**config.mk**
```make
export PLATFORM = sky130hd
export DESIGN_NAME = rscl_wb_sched_flat
export DESIGN_NICKNAME = d
export VERILOG_FILES = /design/src/rtl/rscl_wb_sched_pkg.sv /design/src/rtl/rscl_wb_sched_if.sv /design/src/rtl/rscl_wb_sched_lq.sv /design/src/rtl/rscl_wb_sched.sv /design/src/flat_wrapper.sv
export SDC_FILE = /design/constraint.sdc
export NUM_CORES = 1
export LEC_CHECK = 0
export ABC_AREA = 0
export CORE_MARGIN = 5
export CORE_UTILIZATION = 40
export CTS_CLUSTER_DIAMETER = 100
export DETAILED_ROUTE_END_ITERATION = 10
export PLACE_DENSITY = 0.7
export SYNTH_ARGS = -nofsm -noshare
export SYNTH_HDL_FRONTEND = slang
export SYNTH_SLANG_ARGS = --single-unit
```
**constraint.sdc**
```tcl
create_clock -name clk -period 6.28 [get_ports clk]
set_input_delay 1.256 -clock clk [delete_from_list [all_inputs] [get_ports clk]]
set_output_delay 1.256 -clock clk [all_outputs]
set_load 0.02 [all_outputs]
```
**src/rtl/rscl_wb_sched_pkg.sv**
```systemverilog
// rscl_wb_sched_pkg: shared register/word types and the pending-load queue entry
package rscl_wb_sched_pkg;
  typedef logic [4:0] rnum_t;
  typedef logic [31:0] word_t;
  typedef struct packed {
    logic  wen;
    rnum_t rd;
  } lq_entry_t;
endpackage

```
**src/rtl/rscl_wb_sched_if.sv**
```systemverilog
// rscl_wb_sched_if: issue, exec-writeback, load-response and RF-write signals of the writeback scheduler
interface rscl_wb_sched_if import rscl_wb_sched_pkg::*; ();
  logic  issue_valid;
  rnum_t issue_rs1;
  rnum_t issue_rs2;
  rnum_t issue_rd;
  logic  issue_wen;
  logic  issue_is_load;
  logic  issue_stall;
  logic  ex_wb_valid;
  rnum_t ex_wb_rd;
  word_t ex_wb_data;
  logic  ex_wb_ready;
  logic  d_d_valid;
  logic  d_d_ready;
  logic  d_d_err;
  word_t d_d_data;
  logic  rf_we;
  rnum_t rf_waddr;
  word_t rf_wdata;
  logic  load_err;
  rnum_t load_err_rd;
  logic  lq_idle;
  modport master (
    output issue_valid, issue_rs1, issue_rs2, issue_rd, issue_wen, issue_is_load,
    output ex_wb_valid, ex_wb_rd, ex_wb_data, d_d_valid, d_d_err, d_d_data,
    input  issue_stall, ex_wb_ready, d_d_ready, rf_we, rf_waddr, rf_wdata,
    input  load_err, load_err_rd, lq_idle
  );
  modport slave (
    input  issue_valid, issue_rs1, issue_rs2, issue_rd, issue_wen, issue_is_load,
    input  ex_wb_valid, ex_wb_rd, ex_wb_data, d_d_valid, d_d_err, d_d_data,
    output issue_stall, ex_wb_ready, d_d_ready, rf_we, rf_waddr, rf_wdata,
    output load_err, load_err_rd, lq_idle
  );
endinterface

```
**src/rtl/rscl_wb_sched_lq.sv**
```systemverilog
// rscl_wb_lq: in-order FIFO of pending loads; push is ignored when full, pop when empty
module rscl_wb_lq import rscl_wb_sched_pkg::*; #(
  parameter int LQ_DEPTH = 4,
  localparam int LQ_AW = $clog2(LQ_DEPTH)
) (
  input  logic           clk,
  input  logic           rst,
  input  logic           push,
  input  logic           pop,
  input  lq_entry_t      din,
  output lq_entry_t      head,
  output logic           full,
  output logic           empty,
  output logic [LQ_AW:0] count
);
  lq_entry_t mem_q [LQ_DEPTH];
  lq_entry_t mem_d [LQ_DEPTH];
  logic [LQ_AW-1:0] wp_q, wp_d, rp_q, rp_d;
  logic [LQ_AW:0] cnt_q, cnt_d;
  logic do_push, do_pop;
  assign full = cnt_q == (LQ_AW+1)'(LQ_DEPTH);
  assign empty = cnt_q == '0;
  assign count = cnt_q;
  assign head = mem_q[rp_q];
  assign do_push = push & !full;
  assign do_pop = pop & !empty;
  always_comb begin
    mem_d = mem_q;
    if (do_push) mem_d[wp_q] = din;
    wp_d = do_push ? wp_q + 1'b1 : wp_q;
    rp_d = do_pop ? rp_q + 1'b1 : rp_q;
    cnt_d = cnt_q + (LQ_AW+1)'(do_push) - (LQ_AW+1)'(do_pop);
  end
  always_ff @(posedge clk or posedge rst) begin
    if (rst) begin
      mem_q <= '{default: '0};
      wp_q <= '0;
      rp_q <= '0;
      cnt_q <= '0;
    end else begin
      mem_q <= mem_d;
      wp_q <= wp_d;
      rp_q <= rp_d;
      cnt_q <= cnt_d;
    end
  end
endmodule

```
**src/rtl/rscl_wb_sched.sv**
```systemverilog
// rscl_wb_sched: RF write-port arbiter (loads first) and busy-bit scoreboard for in-flight loads
module rscl_wb_sched import rscl_wb_sched_pkg::*; #(
  parameter int LQ_DEPTH = 4,
  localparam int LQ_AW = $clog2(LQ_DEPTH)
) (
  input logic clk,
  input logic rst,
  rscl_wb_sched_if.slave b
);
  logic [31:0] busy_q, busy_d;
  logic load_err_q, load_err_d;
  rnum_t load_err_rd_q, load_err_rd_d;
  lq_entry_t head, din;
  logic lq_full, lq_empty, push, ld_acc, ld_wr;
  logic [LQ_AW:0] lq_count;
  // full is registered, so a load never pushes into a full queue even if a pop happens this cycle
  assign b.issue_stall = b.issue_valid & (busy_q[b.issue_rs1] | busy_q[b.issue_rs2] |
                         (b.issue_wen & busy_q[b.issue_rd]) | (b.issue_is_load & lq_full));
  assign push = b.issue_valid & !b.issue_stall & b.issue_is_load;
  assign din = '{wen: b.issue_wen, rd: b.issue_rd};
  assign ld_acc = b.d_d_valid & !lq_empty;
  assign ld_wr = ld_acc & !b.d_d_err & head.wen & (head.rd != '0);
  assign b.d_d_ready = !lq_empty;
  assign b.ex_wb_ready = !ld_wr;
  assign b.rf_we = ld_wr | (b.ex_wb_valid & (b.ex_wb_rd != '0));
  assign b.rf_waddr = ld_wr ? head.rd : b.ex_wb_rd;
  assign b.rf_wdata = ld_wr ? b.d_d_data : b.ex_wb_data;
  assign b.load_err = load_err_q;
  assign b.load_err_rd = load_err_rd_q;
  assign b.lq_idle = lq_count == '0;
  rscl_wb_lq #(.LQ_DEPTH(LQ_DEPTH)) u_lq (
    .clk(clk), .rst(rst), .push(push), .pop(ld_acc), .din(din),
    .head(head), .full(lq_full), .empty(lq_empty), .count(lq_count)
  );
  // busy clears at the same edge the RF commits, so a stalled reader sees the new value next cycle
  always_comb begin
    busy_d = busy_q;
    if (ld_acc & head.wen) busy_d[head.rd] = 1'b0;
    if (push & b.issue_wen) busy_d[b.issue_rd] = 1'b1;
    busy_d[0] = 1'b0;
    load_err_d = ld_acc & b.d_d_err;
    load_err_rd_d = load_err_d ? head.rd : load_err_rd_q;
  end
  always_ff @(posedge clk or posedge rst) begin
    if (rst) begin
      busy_q <= '0;
      load_err_q <= 1'b0;
      load_err_rd_q <= '0;
    end else begin
      busy_q <= busy_d;
      load_err_q <= load_err_d;
      load_err_rd_q <= load_err_rd_d;
    end
  end
endmodule
```
**src/flat_wrapper.sv**
```systemverilog
// flat-port wrapper written by rule: the top's interface ports become plain ports
module rscl_wb_sched_flat import rscl_wb_sched_pkg::*;
#(
  parameter int LQ_DEPTH = 4,
  localparam int LQ_AW = $clog2(LQ_DEPTH)
)
  (clk, rst, b_issue_valid, b_issue_rs1, b_issue_rs2, b_issue_rd, b_issue_wen, b_issue_is_load, b_ex_wb_valid, b_ex_wb_rd, b_ex_wb_data, b_d_d_valid, b_d_d_err, b_d_d_data, b_issue_stall, b_ex_wb_ready, b_d_d_ready, b_rf_we, b_rf_waddr, b_rf_wdata, b_load_err, b_load_err_rd, b_lq_idle);
  rscl_wb_sched_if b_i ();
  input logic clk;
  input logic rst;
  input wire logic [$bits(b_i.issue_valid)-1:0] b_issue_valid;
  input wire logic [$bits(b_i.issue_rs1)-1:0] b_issue_rs1;
  input wire logic [$bits(b_i.issue_rs2)-1:0] b_issue_rs2;
  input wire logic [$bits(b_i.issue_rd)-1:0] b_issue_rd;
  input wire logic [$bits(b_i.issue_wen)-1:0] b_issue_wen;
  input wire logic [$bits(b_i.issue_is_load)-1:0] b_issue_is_load;
  input wire logic [$bits(b_i.ex_wb_valid)-1:0] b_ex_wb_valid;
  input wire logic [$bits(b_i.ex_wb_rd)-1:0] b_ex_wb_rd;
  input wire logic [$bits(b_i.ex_wb_data)-1:0] b_ex_wb_data;
  input wire logic [$bits(b_i.d_d_valid)-1:0] b_d_d_valid;
  input wire logic [$bits(b_i.d_d_err)-1:0] b_d_d_err;
  input wire logic [$bits(b_i.d_d_data)-1:0] b_d_d_data;
  output wire logic [$bits(b_i.issue_stall)-1:0] b_issue_stall;
  output wire logic [$bits(b_i.ex_wb_ready)-1:0] b_ex_wb_ready;
  output wire logic [$bits(b_i.d_d_ready)-1:0] b_d_d_ready;
  output wire logic [$bits(b_i.rf_we)-1:0] b_rf_we;
  output wire logic [$bits(b_i.rf_waddr)-1:0] b_rf_waddr;
  output wire logic [$bits(b_i.rf_wdata)-1:0] b_rf_wdata;
  output wire logic [$bits(b_i.load_err)-1:0] b_load_err;
  output wire logic [$bits(b_i.load_err_rd)-1:0] b_load_err_rd;
  output wire logic [$bits(b_i.lq_idle)-1:0] b_lq_idle;
  assign b_i.issue_valid = b_issue_valid;
  assign b_i.issue_rs1 = b_issue_rs1;
  assign b_i.issue_rs2 = b_issue_rs2;
  assign b_i.issue_rd = b_issue_rd;
  assign b_i.issue_wen = b_issue_wen;
  assign b_i.issue_is_load = b_issue_is_load;
  assign b_i.ex_wb_valid = b_ex_wb_valid;
  assign b_i.ex_wb_rd = b_ex_wb_rd;
  assign b_i.ex_wb_data = b_ex_wb_data;
  assign b_i.d_d_valid = b_d_d_valid;
  assign b_i.d_d_err = b_d_d_err;
  assign b_i.d_d_data = b_d_d_data;
  assign b_issue_stall = b_i.issue_stall;
  assign b_ex_wb_ready = b_i.ex_wb_ready;
  assign b_d_d_ready = b_i.d_d_ready;
  assign b_rf_we = b_i.rf_we;
  assign b_rf_waddr = b_i.rf_waddr;
  assign b_rf_wdata = b_i.rf_wdata;
  assign b_load_err = b_i.load_err;
  assign b_load_err_rd = b_i.load_err_rd;
  assign b_lq_idle = b_i.lq_idle;
  rscl_wb_sched #(.LQ_DEPTH(LQ_DEPTH)) u_core (.clk(clk), .rst(rst), .b(b_i));
endmodule
```
Word level (Yosys, flattened, before mapping). Index checks and enable logic that the tools add are counted.

Add/subtract/negate cells: 4. Magnitude comparators: 9. Equal/unequal tests: 1. Multiplexer cells: 20. Bitwise logic cells: 24. Reduce and logical (&&, ||, !) cells: 11.

Operators by type and width (number): $mux 32 (3); $and 32x32->32 (1); $not 32->32 (1); $or 32x32->32 (1); $bwmux 24 (1); $lt 5x6->1 const B (4); $mux 6 (3); $and 1x1->1 (15); $bmux 1 s5 (3); $bmux 6 s2 (1); $demux 6 s2 (1); $demux 1 s5 (2); $ge 5x1->1 const B (2); $reduce_bool 5->1 (2); $ge 3x3->1 const B (2); $not 2->3 (2); $logic_not 1->1 (5); $mux 1 (5); $mux 5 (1); $add 2x1->2 const B (2); $or 1x1->1 (4); $add 3x1->3 (1); $eq 3x3->1 const B (1); $logic_and 1x1->1 (3); 3 further kinds (3).

Register bits: 68. Output and inout port bits: 48.

Depth between registers and ports, before layout.
Depth in word-level cells: 13. Gate-level depth with buffers: 14. Gate-level depth less buffers: 12.

By module. From an unflattened synthesis, not the netlist that was laid out.

Cells, all modules: 392. Area, all modules: 4619.4 um^2.

By module, submodules not included: rscl_wb_sched (times used 1, cells each 297, area an instance 3181.8 um^2); rscl_wb_lq (times used 1, cells each 95, area an instance 1437.6 um^2).

Worst setup path before layout. Ideal clock, no wire load.

Path type: input port to output port. Start: in b_issue_rd[1]. End: out b_issue_stall. Arrival: 3.344 ns. Required time: 5.024 ns. Path slack: 1.680 ns. Stages: 8. Cells stage by stage: clkbuf_1 > buf_1 > mux2i_1 > o22ai_1 > nor3_1 > o211ai_2 > a21oi_1 > a41oi_1.

Cells in the longest elaborated chain, start to end: 6.

Ends and longest elaborated chain: start: declaration (line flat_wrapper.sv:14) `input wire logic [$bits(b_i.issue_rd)-1:0] b_issue_rd;`; $bmux 1 s5 (line rscl_wb_sched.sv:18) `(b.issue_wen & busy_q[b.issue_rd]) | (b.issue_is_load & lq_full));`; $mux 1 (not written as such) (line rscl_wb_sched.sv:18); $and 1x1->1 (line rscl_wb_sched.sv:18); $or 1x1->1 (line rscl_wb_sched.sv:17) `assign b.issue_stall = b.issue_valid & (busy_q[b.issue_rs1] | busy_q[b.issue_rs2] |`; $or 1x1->1 (line rscl_wb_sched.sv:18); $and 1x1->1 (line rscl_wb_sched.sv:17); end: declaration (line flat_wrapper.sv:23) `output wire logic [$bits(b_i.issue_stall)-1:0] b_issue_stall;`.

No other way between the ends. The select of a mux whose other input is x is not followed.

Final worst setup path.
Start: in b_issue_rd[2]. End: out b_issue_stall.

Same word-level chain as after synthesis.

==> reports/results.ini <==
[worst_setup_path]
r2r_setup_slack_ns=2.76
critPathArrivalTime_ns=4.42
critPathLaunchType=input pin
cp_max_fo=12
critPathRequiredTime_ns=5.02
end_kind=output pin
crit_type=in -> out
rr_worst_depth=13

[cts]
ctsHoldBuffers=0
cts_root_buf=clkbuf_16
cts.clk_slew.worst_paths_ns=0.05
h-tree-depth=3
cts_tree=built
clockBufferDepth=2
ctsResizeCount=0
numCtsBuffers=9
insertion_delay_ns=0.33
cts_sinks=68
cts_setup_buffers=0

[synth]
ys_types=44
synth_edf_count=0
syn-cell-area_sq_um=4590
yosysWarningCount=0
synth_nets=491
synth-main-ff-cell=dfrtp_1
ys_ff_latch=68
synth-seq-area-share=0.371
synthArstFlopShare=1.00
synthCells=392
synth.avg_cell_area_sq_um=11.7

[sta]
maxSlewHeadroom=0.430
clock.fmax_mhz=176
tns_ns=0
finalClockSkew_ns=0.00550
fin_crit_ns=5.68
worst_slack_ns=0.601
tightest_slew_ns=0.855
final_hold_viol_count=0
setup_viol=0
rsz0062_at_grt=false
fin_crit_sh=0.904
drv_slew=0

[placed_design]
pre_cts_slack_ns=0.622
dp.final_hpwl_mm=10.9
routabilityCongestion=0.932
placed_cell_area_sq_um=6030
port-buffer-count=139

[global_route]
grt_max_degree=69
grt_pass1_vias=3795
track_usage=0.206
antenna_found_initial=0
grt_pass1_wl_mm=21.4
grt-ovfl-total=0

[finish]
area_growth_pct=38.1
fin_area_sq_um=6340
diodes=0
nNetsFinal=616
drive_gt1_frac=0.268

[floorplanning]
ios=140
die-area_sq_um=13700
die_y_um=117
rows=39
die_w_um=117
start_util=0.405
core_sq_um=11300

[detailed_routing]
vias_per_cell=5.64
wirelength_mm=14.2
drt_iter0_drc=222
ant_nets=0
drc=0
vias=3750
dr.pass1.iters=4
wire_per_inst_um=21.4

[job]
max-cap-violations=0

[power_and_ir_drop]
p_per_area_nw_per_um2=356
power_leakage_nw=2.49
ir_drop_v=0.000205

[outcome]
status=finished clean

[worst_hold_path]
hold_path_class=reg -> reg
hold_path_depth=1

==> state kept, by name (all words and copies together), names as in the netlist <==
name / cells
u_core.b.load_err: 1
u_core.u_lq.mem_q: 24
u_core.b.load_err_rd: 5
u_core.u_lq.wp_q: 2
u_core.u_lq.count: 3
u_core.busy_q: 31
u_core.u_lq.rp_q: 2
==> layout by cell type, fill, tap and decap left out, drive strengths merged, types with 2 or more instances in the layout <==
cell type,instances
or3,3
a31oi,2
clkbuf,12
nor2b,2
o22ai,11
inv,21
clkdlybuf4s50,139
nand2,15
nand3b,7
nand2b,5
or3b,3
xor2,2
or2,4
or4,3
buf,4
o21ai,35
a21oi,2
xnor2,3
dfrtp,68
o211ai,3
nand3,5
mux2,74
clkinv,2
nor2,5
nor3,3
mux2i,19
o31ai,31
a2111oi,4
mux4,17
ha,6
==> worst paths after layout <==
check                                                          to                              from
min in group asynchronous       u_core.u_lq.mem_q[21]$_DFFE_PP0P_                               rst
worst min-delay path             u_core.u_lq.mem_q[0]$_DFFE_PP0P_  u_core.u_lq.mem_q[0]$_DFFE_PP0P_
worst max-delay path                                b_issue_stall                     b_issue_rd[2]
max in group asynchronous             u_core.busy_q[13]$_DFF_PP0_                               rst
worst min register to register   u_core.u_lq.mem_q[0]$_DFFE_PP0P_  u_core.u_lq.mem_q[0]$_DFFE_PP0P_
worst max register to register     u_core.u_lq.count[2]$_DFF_PP0_       u_core.busy_q[26]$_DFF_PP0_
==> cells by family after synthesis <==
family,after synthesis,synth area share
AO/OA/AOI/OAI,94,0.167
XOR/XNOR,5,0.00955
adder cells (fa/ha/maj),7,0.0207
buffers and inverters,50,0.0510
flip-flops,68,0.371
multiplexers,110,0.307
AND/OR/NAND/NOR,58,0.0742
==> Yosys cell counts, types with 4 or more instances <==
library cell | count | area share
inv_1 | 21 | 0.017
o22ai_1 | 11 | 0.015
clkbuf_1 | 17 | 0.014
nand2b_1 | 5 | 0.0068
buf_6 | 6 | 0.015
nand2_1 | 15 | 0.012
o31ai_1 | 16 | 0.026
a2111oi_4 | 4 | 0.024
ha_1 | 6 | 0.016
dfrtp_1 | 68 | 0.37
mux2i_1 | 19 | 0.041
nor2_1 | 5 | 0.0041
buf_1 | 5 | 0.0041
o21ai_0 | 35 | 0.038
nand3_1 | 5 | 0.0055
nand3b_1 | 7 | 0.011
o31ai_2 | 15 | 0.041
mux4_2 | 17 | 0.083
mux2_2 | 74 | 0.18
==> metrics by stage <==
stage                     utilization  hold slack (ns)  total power [mW]  cells
after CTS                       0.560            0.506              2.27    665
after global routing            0.560            0.517              2.38    665
after floorplan                     -            0.475              1.36    392
after global placement          0.533            0.486              1.73    649
final                           0.560            0.500              2.26    665
after detailed placement        0.533            0.494              1.75    649
==> critical path, stage by stage <==
cell and delay [ns]:
clkdlybuf4s50_1 0.61, or3b_2 0.66, o22ai_1 0.24, nor3_1 0.08, o211ai_2 0.53, a21oi_1 0.16
a41oi_1 0.24, clkdlybuf4s50_1 0.64
==> layout make-up <==
type	instances	area, sq um
fill	985	4980
multi-input combinational	274	2650
sequential	68	1700
timing repair buffer	143	1420
clock buffer	12	256
tap	143	179
inverter	21	78.8
clock inverter	4	47.5
==> per-layer routing <==
metal | wire (um) | GRT usage | vias to the layer above
met5 | 0 | 0 | -
met4 | 265 | 0.0535 | 0
met3 | 836 | 0.0555 | 25
met2 | 7180 | 0.330 | 129
met1 | 5950 | 0.278 | 1864
li1 | - | - | 1732
==> power by group <==
group	internal (mW)	switching, mW
combinational	0.517	0.513
clock	0.327	0.182
sequential	0.586	0.131
(Power assumes the default switching activity.)
